==> src/rtl/twiddle_addr_gen_pkg.sv <==
// Shared definitions for the R2SDF FFT stage control logic: FSM encoding,
// constant-evaluable helpers and default geometry.
package twiddle_addr_gen_pkg;

  typedef enum logic [1:0] {
    ST_IDLE  = 2'd0,
    ST_RUN   = 2'd1,
    ST_DRAIN = 2'd2
  } state_e;

  localparam int DEF_NLOG2 = 7;
  localparam int DEF_STAGE = 0;
  localparam int DEF_ADDRW = 6;

  // Ceiling log2; returns 0 for values of 0 or 1.
  function automatic int clog2(input int value);
    int res;
    int v;
    res = 0;
    v   = value - 1;
    while (v > 0) begin
      res = res + 1;
      v   = v >> 1;
    end
    return res;
  endfunction

  function automatic int fft_len(input int nlog2);
    return 1 << nlog2;
  endfunction

  // Delay-line depth of a DIF stage: N >> (stage+1).
  function automatic int stage_delay(input int nlog2, input int stage);
    return (1 << nlog2) >> (stage + 1);
  endfunction

endpackage

==> src/rtl/twiddle_addr_gen.sv <==
// Frame counter, butterfly select and twiddle-ROM address generator for one
// radix-2 SDF (DIF) stage, with strobes aligned to the ROM's 1-cycle read.
module twiddle_addr_gen
  import twiddle_addr_gen_pkg::*;
#(
  parameter int NLOG2 = DEF_NLOG2,
  parameter int STAGE = DEF_STAGE,
  parameter int ADDRW = DEF_ADDRW
) (
  input  logic             clk,
  input  logic             rst,
  input  logic             in_valid,
  input  logic             in_sop,
  output logic             in_ready,
  output logic [ADDRW-1:0] addr_re,
  output logic [ADDRW-1:0] addr_im,
  output logic             bf_sel,
  output logic             ctrl_valid,
  output logic             flush,
  output logic             tw_valid,
  output logic             tw_sop,
  output logic             sync_err
);

  localparam int N    = fft_len(NLOG2);
  localparam int D    = stage_delay(NLOG2, STAGE);
  localparam int DW   = (D > 1) ? clog2(D) : 1;
  localparam int PBIT = NLOG2 - 1 - STAGE;

  if (ADDRW != NLOG2 - 1) begin : g_bad_addrw
    $error("twiddle_addr_gen: ADDRW must equal NLOG2-1");
  end
  if (STAGE < 0 || STAGE >= NLOG2) begin : g_bad_stage
    $error("twiddle_addr_gen: STAGE out of range 0..NLOG2-1");
  end

  state_e             state_q, state_d;
  logic [NLOG2-1:0]   c_q, c_d;
  logic [DW-1:0]      dcnt_q, dcnt_d;
  logic [ADDRW-1:0]   addr_q, addr_d;
  logic               bf_sel_q, bf_sel_d;
  logic               ctrl_valid_q, ctrl_valid_d;
  logic               flush_q, flush_d;
  logic               sync_err_q, sync_err_d;
  logic               sop_q, sop_d;
  logic               tw_valid_q;
  logic               tw_sop_q;

  logic               take_slot;
  logic               flush_slot;
  logic [NLOG2-1:0]   c_eff;

  // Drain slot d>0 is the only time the stage refuses input.
  assign in_ready = (state_q != ST_DRAIN) || (dcnt_q == '0);

  // NOTE: every signal written here gets a default first, so no path can
  // leave one unassigned and infer a latch.
  always_comb begin
    state_d      = state_q;
    c_d          = c_q;
    dcnt_d       = dcnt_q;
    addr_d       = addr_q;
    bf_sel_d     = bf_sel_q;
    ctrl_valid_d = 1'b0;
    flush_d      = 1'b0;
    sync_err_d   = 1'b0;
    sop_d        = 1'b0;
    take_slot    = 1'b0;
    flush_slot   = 1'b0;
    c_eff        = c_q;

    unique case (state_q)
      ST_IDLE: begin
        if (in_valid && in_sop) begin
          take_slot = 1'b1;
          c_eff     = '0;
          state_d   = ST_RUN;
        end else if (in_valid) begin
          sync_err_d = 1'b1;
        end
      end
      ST_RUN: begin
        if (in_valid) begin
          take_slot = 1'b1;
          if (in_sop) begin
            c_eff      = '0;
            sync_err_d = (c_q != '0);
          end
        end
      end
      ST_DRAIN: begin
        if (dcnt_q == '0 && in_valid && in_sop) begin
          // Back-to-back frame: the new frame's fill slots drain the old one.
          take_slot = 1'b1;
          c_eff     = '0;
          state_d   = ST_RUN;
        end else begin
          flush_slot = 1'b1;
        end
      end
      default: state_d = ST_IDLE;
    endcase

    if (take_slot) begin
      ctrl_valid_d = 1'b1;
      bf_sel_d     = c_eff[PBIT];
      addr_d       = c_eff[PBIT] ? '0 : ADDRW'((int'(c_eff) & (D - 1)) << STAGE);
      sop_d        = (c_eff == '0);
      c_d          = c_eff + NLOG2'(1);
      if (c_eff == NLOG2'(N - 1)) begin
        state_d = ST_DRAIN;
        dcnt_d  = '0;
      end
    end

    if (flush_slot) begin
      ctrl_valid_d = 1'b1;
      flush_d      = 1'b1;
      bf_sel_d     = 1'b0;
      addr_d       = ADDRW'(int'(dcnt_q) << STAGE);
      if (dcnt_q == DW'(D - 1)) begin
        state_d = ST_IDLE;
        dcnt_d  = '0;
      end else begin
        dcnt_d = dcnt_q + DW'(1);
      end
    end
  end

  // NOTE: non-blocking assignments keep every register sampling the
  // pre-edge value, so the strobe pipe shifts by exactly one stage per clock.
  always_ff @(posedge clk) begin
    if (rst) begin
      state_q      <= ST_IDLE;
      c_q          <= '0;
      dcnt_q       <= '0;
      addr_q       <= '0;
      bf_sel_q     <= 1'b0;
      ctrl_valid_q <= 1'b0;
      flush_q      <= 1'b0;
      sync_err_q   <= 1'b0;
      sop_q        <= 1'b0;
      tw_valid_q   <= 1'b0;
      tw_sop_q     <= 1'b0;
    end else begin
      state_q      <= state_d;
      c_q          <= c_d;
      dcnt_q       <= dcnt_d;
      addr_q       <= addr_d;
      bf_sel_q     <= bf_sel_d;
      ctrl_valid_q <= ctrl_valid_d;
      flush_q      <= flush_d;
      sync_err_q   <= sync_err_d;
      sop_q        <= sop_d;
      // ROM word is valid one cycle after its address was presented.
      tw_valid_q   <= ctrl_valid_q;
      tw_sop_q     <= sop_q;
    end
  end

  assign addr_re    = addr_q;
  assign addr_im    = addr_q;
  assign bf_sel     = bf_sel_q;
  assign ctrl_valid = ctrl_valid_q;
  assign flush      = flush_q;
  assign sync_err   = sync_err_q;
  assign tw_valid   = tw_valid_q;
  assign tw_sop     = tw_sop_q;

endmodule

==> config.mk <==
export PLATFORM = sky130hd
export DESIGN_NAME = twiddle_addr_gen
export DESIGN_NICKNAME = d
export VERILOG_FILES = /design/src/rtl/twiddle_addr_gen_pkg.sv /design/src/rtl/twiddle_addr_gen.sv
export SDC_FILE = /design/constraint.sdc
export NUM_CORES = 1
export LEC_CHECK = 0
export BUFFER_PORTS_ARGS = -buffer_cell sky130_fd_sc_hd__buf_2
export CORE_MARGIN = 8
export CORE_UTILIZATION = 29
export CTS_CLUSTER_DIAMETER = 80
export DETAILED_ROUTE_END_ITERATION = 7
export PLACE_DENSITY_LB_ADDON = 0.12
export SKIP_CTS_REPAIR_TIMING = 1
export SLEW_MARGIN = 20
export SYNTH_ARGS = -nofsm -noshare
export SYNTH_HDL_FRONTEND = slang
export SYNTH_SLANG_ARGS = --single-unit
export TNS_END_PERCENT = 1
==> constraint.sdc <==
create_clock -name clk -period 2.05 [get_ports clk]
set_input_delay 0 -clock clk [delete_from_list [all_inputs] [get_ports clk]]
set_output_delay 0 -clock clk [all_outputs]
set_load 0.01 [all_outputs]
==> results.tsv <==
metric	value	unit
io_pins	23	
cts.root.buffer_cell	clkbuf_8	
drt-initial-drc-count	88	
maxSlewViolCount	0	
grt_pass1_wl	6.52	mm
avgViaCountPerCell	5.00	
timing.hold.worst.start	in_valid	
portBuffers	22	
grt_max_degree	25	
remaining_drc_errors	0	
whs	0.0317	ns
ys_ff_latch	28	
utilization	0.368	
cpPeakStageDelay	0.34	ns
vias	1391	
drtAntennaViolNets	0	
dp_hpwl	3.05	mm
max_freq	0.515	GHz
power.internal	0.000752	W
clock-sinks	28	
start_kind	register	
holdPathStages	3	
grt_pass1_vias	1269	
synth_largest_area_cell	dfxtp_1	
finalHoldViolCount	0	
ys_seq_area_frac	0.371	
yosysUniqueCellTypes	48	
path_cells	inv_1, ha_2, nor2b_4, a31o_4, nand2_2, and2_4, ha_4, o211a_4, nand4_1, xnor2_1, and3_1	
critPathMaxFanout	3	
htree_levels	1	
postSynthCellCount	178	
fin_worst_skew	0.00344	ns
path_buf_inv	1	
rrSetupSlack	0.11	ns
routedWlPerCell	14.6	microns
netlist_area	1510	sq um
min_period	1.94	ns
cts_made_buffers	3	
grtUsageTotal	0.106	
reg2regPathDepth	11	
maxCapViolCount	0	
drive_above_1_share	0.317	
die-area	7780	sq um
r2r_end	c_q[6]	
syn_avg_cell_area	8.50	sq um
status	completed	
rr_startpoint	dcnt_q[0]	
fillCellCount	552	
antennaDiodeCount	0	
powerDensity	523	nW/um^2
initial_core_util	0.298	
netlist.area_leader.share	0.371	
synthTopCellsByArea	dfxtp_1 (37%), a21oi_1 (5.6%), buf_4 (3.5%), nand2_1 (3.5%), ha_1 (3.3%)	
routed_wirelength	4.07	mm
cts.path.max_buffers	2	
cts_tree	done	
die_y	88.2	microns
vdd_ir_drop_max	0.277	mV
worstMarginPinSlew	0.688	ns
cp.arrival	2.12	ns
antenna_found_initial	0	
synth_fp_nets	186	
clkSlewWorstSetupHoldPaths	0.10	ns
critical_path_class	register to register	
multiInputGateArea	870	sq um
leakage	0.756	nW
seq_area	563	sq um
clkLatencyLatePin	0.27	ns
p_sw_frac	0.230	
yosysWarnings	0	
worst_ep_required_time	2.22	ns
post-route-period-util	0.947	
max_slew_margin	0.539	
hold_end	sop_q	
p_clk_frac	0.353	
fin_nets	217	
die_w	88.2	microns
overflow	0	
critPathCaptureType	register	
critPathSlowestCell	dfxtp_2	
switchingPower	0.000225	W
gp_congestion	0.874	
drt_pass1_iterations	4	
combPwrFrac	0.076	
setup_viol	0	
hold_class	input port to register	
rows	26	
core	5070	sq um
cp_top_family	simple AND/OR/NAND/NOR gates	
startpoint	dcnt_q[0]	
syn_to_final_growth	23.6	%
seq_power_share	0.571	
## state kept, by name (all words and copies together) (netlist names)
| name | flops |
|---|---|
| sop_q | 1 |
| addr_im | 6 |
| bf_sel | 1 |
| ctrl_valid | 1 |
| sync_err | 1 |
| tw_valid | 1 |
| c_q | 7 |
| flush | 1 |
| tw_sop | 1 |
| dcnt_q | 6 |
| state_q | 2 |
## layout make-up
class                           instances  share of cell area
Sequential cell                        28               0.301
Tap cell                               70              0.0469
Clock buffer                            4              0.0295
Timing Repair Buffer                   43               0.143
Inverter                                7              0.0141
Multi-Input combinational cell        126               0.465
## kinds of logic after synthesis
logic type      count (synthesis)  share of synthesized area
compound gates                 60                      0.261
flops                          28                      0.371
buf+inv                        24                     0.0993
xor+xnor                        1                    0.00579
mux                             1                    0.00662
fa+ha+maj                       4                     0.0331
simple gates                   60                      0.224
## worst max path at each step
stage	end	slack, ns	cells after the start
6_report	c_q[6]	0.11	11
5_1_grt	c_q[4]	-0.0004	12
4_1_cts	dcnt_q[3]	-0.10	11
3_5_place_dp	dcnt_q[5]	-0.07	11
3_3_place_gp	dcnt_q[5]	0.002	11
2_1_floorplan	dcnt_q[3]	-0.03	11
## synthesized netlist by cell type (all sizes together)
master	instances
a211oi	4
a21boi	1
a21o	1
a21oi	17
a221oi	2
a22o	2
a22oi	2
a311oi	2
a31o	3
a31oi	3
and2	4
and3	4
and4	2
and4b	1
and4bb	1
buf	14
clkbuf	3
dfxtp	28
ha	4
inv	7
mux2i	1
nand2	14
nand2b	2
nand3	8
nand3b	1
nand4	1
nand4b	1
nor2	9
nor2b	3
nor3	5
o211a	2
o211ai	1
o21a	2
o21ai	15
o221a	1
o31ai	1
o41ai	1
or3	1
or3b	1
or4	2
xnor2	1
## power by group through the flow
stage / Clock [W] / Sequential [W] / Combinational [W]
after CTS: 0.000366 / 0.000558 / 0.0000705
final: 0.000345 / 0.000558 / 0.0000745
after global placement: 0 / 0.000571 / 0.0000709
after detailed placement: 0 / 0.000570 / 0.0000701
after floorplan: 0 / 0.000570 / 0.0000491
after global routing: 0.000393 / 0.000560 / 0.0000826
## stage by stage
stage	setup WS [ns]	power [W]	std cells	area, sq um	setup TNS, ns
after CTS	-0.100	0.000995	278	1800	-0.460
after floorplan	-0.0319	0.000619	178	1520	-0.125
final	0.109	0.000977	278	1870	0
after global placement	0.00211	0.000641	274	1750	0
after detailed placement	-0.0696	0.000641	274	1750	-0.245
after global routing	-0.000413	0.00103	278	1870	-0.000413
## tightest hold or removal path: cells and delay by family
kind,cells,cell delay (ns)
buffers and inverters,1,0.15
and+or+nand+nor,2,0.12
## placed cells by master (no fill, tap or decap), types with 3 or more instances in the layout
master	netlist	routed
clkbuf_8	0	4
nor2_1	9	9
a211oi_1	4	4
dfxtp_1	28	26
inv_1	7	7
nor3_1	4	4
a21oi_1	17	17
and3_1	4	4
nand3_1	8	7
buf_4	7	21
and2_4	1	3
nand2_1	14	12
buf_2	3	22
o21ai_0	6	6
o21ai_1	9	9
## metal layers
layer / vias up / routed length (microns) / track usage
li1: 705 / - / -
met1: 660 / 2130 / 0.149
met4: 0 / 24 / 0.0369
met2: 24 / 1750 / 0.156
met3: 2 / 168 / 0.0186
met5: - / 0 / 0
No activity file was read; power rests on OpenSTA's default activity.
